--- config.mk ---
export PLATFORM = sky130hd
export DESIGN_NAME = run_detector
export DESIGN_NICKNAME = d
export VERILOG_FILES = /design/src/rtl/run_detector.sv
export SDC_FILE = /design/constraint.sdc
export NUM_CORES = 1
export LEC_CHECK = 0
export ABC_CLOCK_PERIOD_IN_PS = 2100
export BUFFER_PORTS_ARGS = -buffer_cell sky130_fd_sc_hd__buf_2
export CAP_MARGIN = 0
export CELL_PAD_IN_SITES_DETAIL_PLACEMENT = 1
export CELL_PAD_IN_SITES_GLOBAL_PLACEMENT = 1
export CORE_MARGIN = 3
export CORE_UTILIZATION = 38
export CTS_CLUSTER_DIAMETER = 60
export DETAILED_ROUTE_END_ITERATION = 12
export PLACE_DENSITY = 0.79
export SETUP_SLACK_MARGIN = 0.02
export SYNTH_ARGS = -nofsm -noshare
export SYNTH_HDL_FRONTEND = slang
export SYNTH_SLANG_ARGS = --single-unit
--- constraint.sdc ---
create_clock -name Clock -period 2.1 [get_ports Clock]
set_input_delay 0.21 -clock Clock [delete_from_list [all_inputs] [get_ports Clock]]
set_output_delay 0.21 -clock Clock [all_outputs]
set_load 0.03 [all_outputs]
--- src/rtl/run_detector.sv ---
// Moore run detector: flags N consecutive 1s on w, with level and
// non-overlapping pulse modes, a saturating run length and a hit counter.
module run_detector #(
  parameter int N  = 2,
  parameter int CW = 8,
  parameter int RW = $clog2(N + 1)
) (
  input  logic          Clock,
  input  logic          Resetn,
  input  logic          clr,
  input  logic          w,
  input  logic          mode,
  output logic          z,
  output logic [RW-1:0] run,
  output logic [CW-1:0] hits
);

  typedef enum logic [1:0] {
    IDLE,
    COUNT,
    HIT
  } state_t;

  localparam logic [RW-1:0] RUN_MAX = RW'(N);

  state_t          state_q, state_d;
  logic [RW-1:0]   run_q, run_d, run_inc;
  logic [CW-1:0]   hits_q, hits_d;
  logic            z_q;
  logic            hit_entry;

  always_comb begin
    state_d   = state_q;
    run_d     = run_q;
    run_inc   = run_q + RW'(1);
    hits_d    = hits_q;
    hit_entry = 1'b0;

    if (clr) begin
      state_d = IDLE;
      run_d   = '0;
      hits_d  = '0;
    end else if (!w) begin
      state_d = IDLE;
      run_d   = '0;
    end else if (state_q != HIT) begin
      run_d = run_inc;
      if (run_inc == RUN_MAX) begin
        state_d   = HIT;
        hit_entry = 1'b1;
      end else begin
        state_d = COUNT;
      end
    end else if (mode) begin
      // Pulse mode restarts a group; with N = 1 that group is already complete.
      run_d = RW'(1);
      if (N == 1) begin
        state_d   = HIT;
        hit_entry = 1'b1;
      end else begin
        state_d = COUNT;
      end
    end

    if (hit_entry && (hits_q != '1)) begin
      hits_d = hits_q + CW'(1);
    end
  end

  always_ff @(posedge Clock or negedge Resetn) begin
    if (!Resetn) begin
      state_q <= IDLE;
      run_q   <= '0;
      hits_q  <= '0;
      z_q     <= 1'b0;
    end else begin
      state_q <= state_d;
      run_q   <= run_d;
      hits_q  <= hits_d;
      z_q     <= (state_d == HIT);
    end
  end

  assign z    = z_q;
  assign run  = run_q;
  assign hits = hits_q;

endmodule

Word level (Yosys, flattened, before mapping)
Cells that the tools add are included.

word-level totals
  bits in registers = 13
  input bits = 5
  output and inout bits = 11
  word-level logic and storage cells = 28

operators by class
  add/sub/neg operators = 2
  equal/unequal tests = 5
  mux-type cells = 15
  reduce and logical (&&, ||, !) cells = 2

operators with widths
  cell                                                                      number
  2-bit two-way mux                                                         9
  8-bit two-way mux                                                         2
  8-bit by 1-bit adder with 8-bit output (second input constant)            1
  8-bit inequality test (second input constant)                             1
  2-bit == test (second input constant)                                     2
  1-bit two-way mux                                                         4
  4-bit by 2-bit inequality test with 1-bit output (second input constant)  1
  2-bit by 1-bit adder with 2-bit output (second input constant)            1
  2-bit inequality test (second input constant)                             1
  2-bit nonzero test                                                        1
  1-bit logical AND                                                         1

Longest topological paths before layout
  depth after elaboration = 8
  mapped depth = 5
  gate-level depth less buffers = 5

Worst setup path before layout
OpenSTA, ideal clock, no wires.

  path type = reg2reg
  start point = register hits_q[0] (netlist: hits[0])
  end point = register hits_q[0] (netlist: hits[0])
  data arrival time = 1742 ps
  required time = 2035 ps
  path slack = 293 ps
  cell stages (with the launch flop) = 6
  buffers on the path = 0
  cells stage by stage = dfrtp_1 -> ha_1 -> nand3_2 -> or3_4 -> a21oi_4 -> mux2_2

on the way
  longest elaborated chain between the ends = 3

ends and longest elaborated chain
  item                                                                            RTL line  source
  start, declared                                                                 28        logic [CW-1:0] hits_q, hits_d;
  start signal, assigned                                                          79        hits_q <= hits_d;
  branches (longest 3 deep; another with 8-bit by 1-bit adder with 8-bit output)  --

Several ways; the timed one is not identified.
A chain may end at the register's enable or synchronous reset.

Final worst setup path
Ends and elaborated chain as after synthesis.

==> impl.org <==
** Global routing
- GRT Residual Overflow :: 0
- Global routing consumed, over all layers together, 16.71% of the routing resources.
- Wire length of the first global-routing pass :: 3.015 mm
- Pin count of the biggest net entering global routing :: 14
- The number of global-route vias before repair was 635.
- The initial antenna violation count came to 0.

** Placed design
- Count of buffers inserted at the top-level ports :: 15
- Worst setup timing slack at the placement stage :: 365.1 ps
- At the end of routability-driven placement, the weighted congestion stood at a little under 0.8.
- Detailed placement finished with a half-perimeter wire length of 1.198 mm.
- Post-DP Area :: 802.0 um2

** Finish
- Area growth from synthesis to layout :: 19.43%
- Post-layout util :: between 50% and 60%
- The filler cells instantiated in the layout total slightly below 200.
- Net count of the finished layout :: 97
- Final Instance Area :: 838.3 um2
- Total inserted antenna cells :: 0
- Register Area :: 325.3 um2
- Layout cell share with drive strength beyond 1 :: 35.96%
- The multi-input combinational cells in the finished layout cover a total of 356.6 um2.

** Clocking
- CTS built an H-tree with a depth of 1.
- Root Buffer :: clkbuf_4
- Clock slew at the register clock pins of the worst setup and hold paths :: roughly 80 ps
- Number of buffers created by CTS :: 3
- Number of gates resized after cts :: 0
- Post-CTS timing repair inserted 0 buffers for setup.
- Number of buffers on the longest clock path :: 2
- For the worst-skew pair, the clock arrives at the later sink with an insertion delay of 280 ps.
- Number of clock sinks :: 13
- Clock tree from TritonCTS :: done

** STA
- Setup violations remaining at the end of the flow were counted as 0.
- Relative slew margins :: between 70% and 80%
- Derived from the worst setup path, the maximum achievable clock frequency is between 0.5 and 0.6 GHz.
- Worst Clk Skew :: 1.331 ps
- Setup repair after global routing missed its margin :: no
- The count of pins over their slew limit is 0.
- After routing, the total negative slack on setup checks comes to 0 ps.
- Hold slack final :: between 200 and 250 ps
- Number of endpoints with negative hold slack in the final report :: 0
- Final worst slack :: just over 300 ps
- Slew at the pin with the worst max-slew slack :: around 320 ps
- The final critical path takes up 85.63% of the cycle.
- Time the final worst path needs with I/O delays and setup :: 1798 ps

** Logic synthesis
- Of all flip-flops after synthesis, the portion carrying an async set or reset was 100.0%.
- Count of flip-flops with a built-in enable after synthesis :: 0
- In this run, distinct cell masters in the synthesized netlist total 29.
- FF+latch count, synth :: 13
- Mean instance size in the synthesized netlist :: 10.03 um2
- Most common flop cell mapped by yosys :: dfrtp_1
- Yosys warnings :: 0
- Summing the sequential cell areas from Yosys gives 46.35% of the chip area.
- The number of nets handed over by synthesis was 77.
- Cells taking the most area after synthesis :: dfrtp_1 (46%), nor3_1 (5.0%), a221o_2 (4.8%)
- The cell count after synthesis came out at 70.
- The largest total area in the synthesized netlist belongs to dfrtp_1.
- Post-Syn Area :: approximately 700 um2
- Top cell type's share of synthesized area :: a little under half

** Pwr
- The clock network burns 34.8% of the power.
- Logic gate share of total power :: 9.7%
- Sequential power share :: between 50% and 60%
- Net switching is 26.36% of the power.
- Power per cell area :: 557.3 nW/um2
- Leakage :: 0.4122 nW
- Internal power comes to between 0.0003 and 0.0004 W.
- Switching power :: 0.0001232 W
- The worst-case IR drop observed on VDD is 0.3445 mV.

** Die
- 16 I/O pins were placed.
- For this configuration, the core starts out at a cell density of 43.56%.
- Std cell rows :: 14
- Placeable core region :: 1612 um2
- The die is 48.98 um wide.
- Die area :: 2399 um2
- In this run the vertical extent of the chip is 48.98 um.

** Critical path
- Critical Setup Path Class :: flip-flop to flip-flop
- Worst R2R End :: hits[0]
- The slowest stage of the critical path is the or3_4 cell.
- The critical path runs through a total of 5 cells.
- Worst Reg-to-Reg Cells :: 5
- Following the worst setup path forward leads to its endpoint at hits[0].
- Counting both buffers and inverters, the worst setup path holds a total of 0.
- The critical path starts at hits[0].
- The worst register-to-register path has a setup slack of 300 ps.
- CP startpoint kind :: flip-flop
- Cell breakdown of the critical path :: ha_1, nand3_2, or3_4, a21oi_4, mux2_2
- Largest stage delay on the critical path :: 450 ps
- Crit path capture type :: flip-flop
- Required time of the worst setup path :: between 2000 and 2500 ps
- Data arrives at the worst endpoint at just over 2000 ps.
- The worst register-to-register path begins at hits[0].
- Family with the most delay on the worst path :: simple AND/OR/NAND/NOR gates
- Peak fanout along the critical path :: 7

** Detailed routing
- After detailed routing, the met2 layer carries 797 um of wire.
- Detailed-routing iteration count for the pre-antenna-repair pass :: 4
- After detailed routing, the total wire length is between 1.5 and 2 mm.
- After detailed routing, the average wire length per cell comes to ~15 um.
- The detailed router finished its first iteration with 5 violations.
- After detailed routing, the wire length on met1 is 780 um.
- Uppermost layer routed :: met4
- Once detail routing completed, the nets flagged for antenna violations numbered 0.
- Via count of the routed design :: between 600 and 700
- Dividing the detail-routed via count by the number of cells gives ~5.4.
- Wire length on met3 :: between 70 and 80 um
- Post-route DRC :: 0

** Run
- Max-Cap Viols :: 0

** Worst hold path
- The tightest min-delay check is of the input pin to flip-flop type.

** Run status
- Outcome :: finished, final reports clean
==> sequential cells by signal, summed over array words and instances, names as in the netlist <==
signal	cells
state_q	2
run	2
hits	8
z	1
==> area by class of cell <==
| cell class | instances | share of cell area, % |
|---|---|---|
| inverter | 4 | 1.791 |
| multi-input combinational | 52 | 42.54 |
| sequential | 13 | 38.81 |
| clock buffer | 4 | 3.134 |
| timing repair buffer | 16 | 10.15 |
| tap | 24 | 3.582 |
==> kinds of logic (layout without fill, tap and decap cells) <==
family	count (synthesis)	in the layout	synth area share (%)
buffers and inverters	5	24	2.851
AO/OA/AOI/OAI	17	17	19.07
multiplexers	1	1	1.604
flip-flops	13	13	46.35
adder cells (fa/ha/maj)	2	2	3.564
AND/OR/NAND/NOR	32	32	26.56
==> synthesized netlist by cell type, types with 2 or more instances <==
master    number
dfrtp_1       13
nor3_1         7
a211oi_1       2
nand3_1        4
a221o_2        3
ha_1           2
nor2_1         5
a21oi_1        3
nand2_1        4
inv_1          4
o21ai_0        5
==> power by group through the flow <==
stage	logic (W)	clock network, W	registers (W)
floorplan	0.0000181	0	0.000271
global placement	0.0000431	0	0.000264
detailed placement	0.0000447	0	0.000264
CTS	0.0000462	0.000171	0.000259
global route	0.0000512	0.000185	0.000260
finish	0.0000454	0.000162	0.000259
==> repair_timing <==
action,in CTS,in global routing
endpoints found under the setup margin,0,0
hold endpoints to repair,13,0
hold buffers,1,0
==> how the worst min path moves through the flow <==
stage                start       to  slack (ps)  cells past startpoint
finish                   w   run[1]         250                      3
global route             w   run[1]         280                      3
CTS                      w   run[1]         240                      3
detailed placement  Resetn        z         120                      1
global placement    Resetn        z         110                      1
floorplan           Resetn  hits[0]         -90                      0
==> metal layers <==
metal | up-vias | global-route usage, %
li1 | 294 | -
met3 | 4 | 2.752
met5 | - | 0
met1 | 296 | 21.26
met2 | 14 | 27.15
met4 | 0 | 8.531
==> placed cells by master (no fill, tap or decap), types with 2 or more instances in the layout <==
master and instances:
nand2_1 4, ha_1 2, nor2_1 5, a21oi_1 3
nand3_1 4, o21ai_0 5, inv_1 4, buf_2 15
dfrtp_1 13, clkbuf_4 3, nor3_1 7, a211oi_1 2
a221o_2 3
==> metrics by stage <==
stage / power (W) / instances
3_5_place_dp: 0.0003090 / 108
5_1_grt: 0.0004969 / 113
6_report: 0.0004672 / 113
2_1_floorplan: 0.0002893 / 70
3_3_place_gp: 0.0003067 / 108
4_1_cts: 0.0004770 / 113
==> tightest hold or removal path: cells and delay by family <==
family,cells,cell delay [ps]
and+or+nand+nor,2,180
buffers and inverters,1,100
No activity file was read; power rests on OpenSTA's default activity.
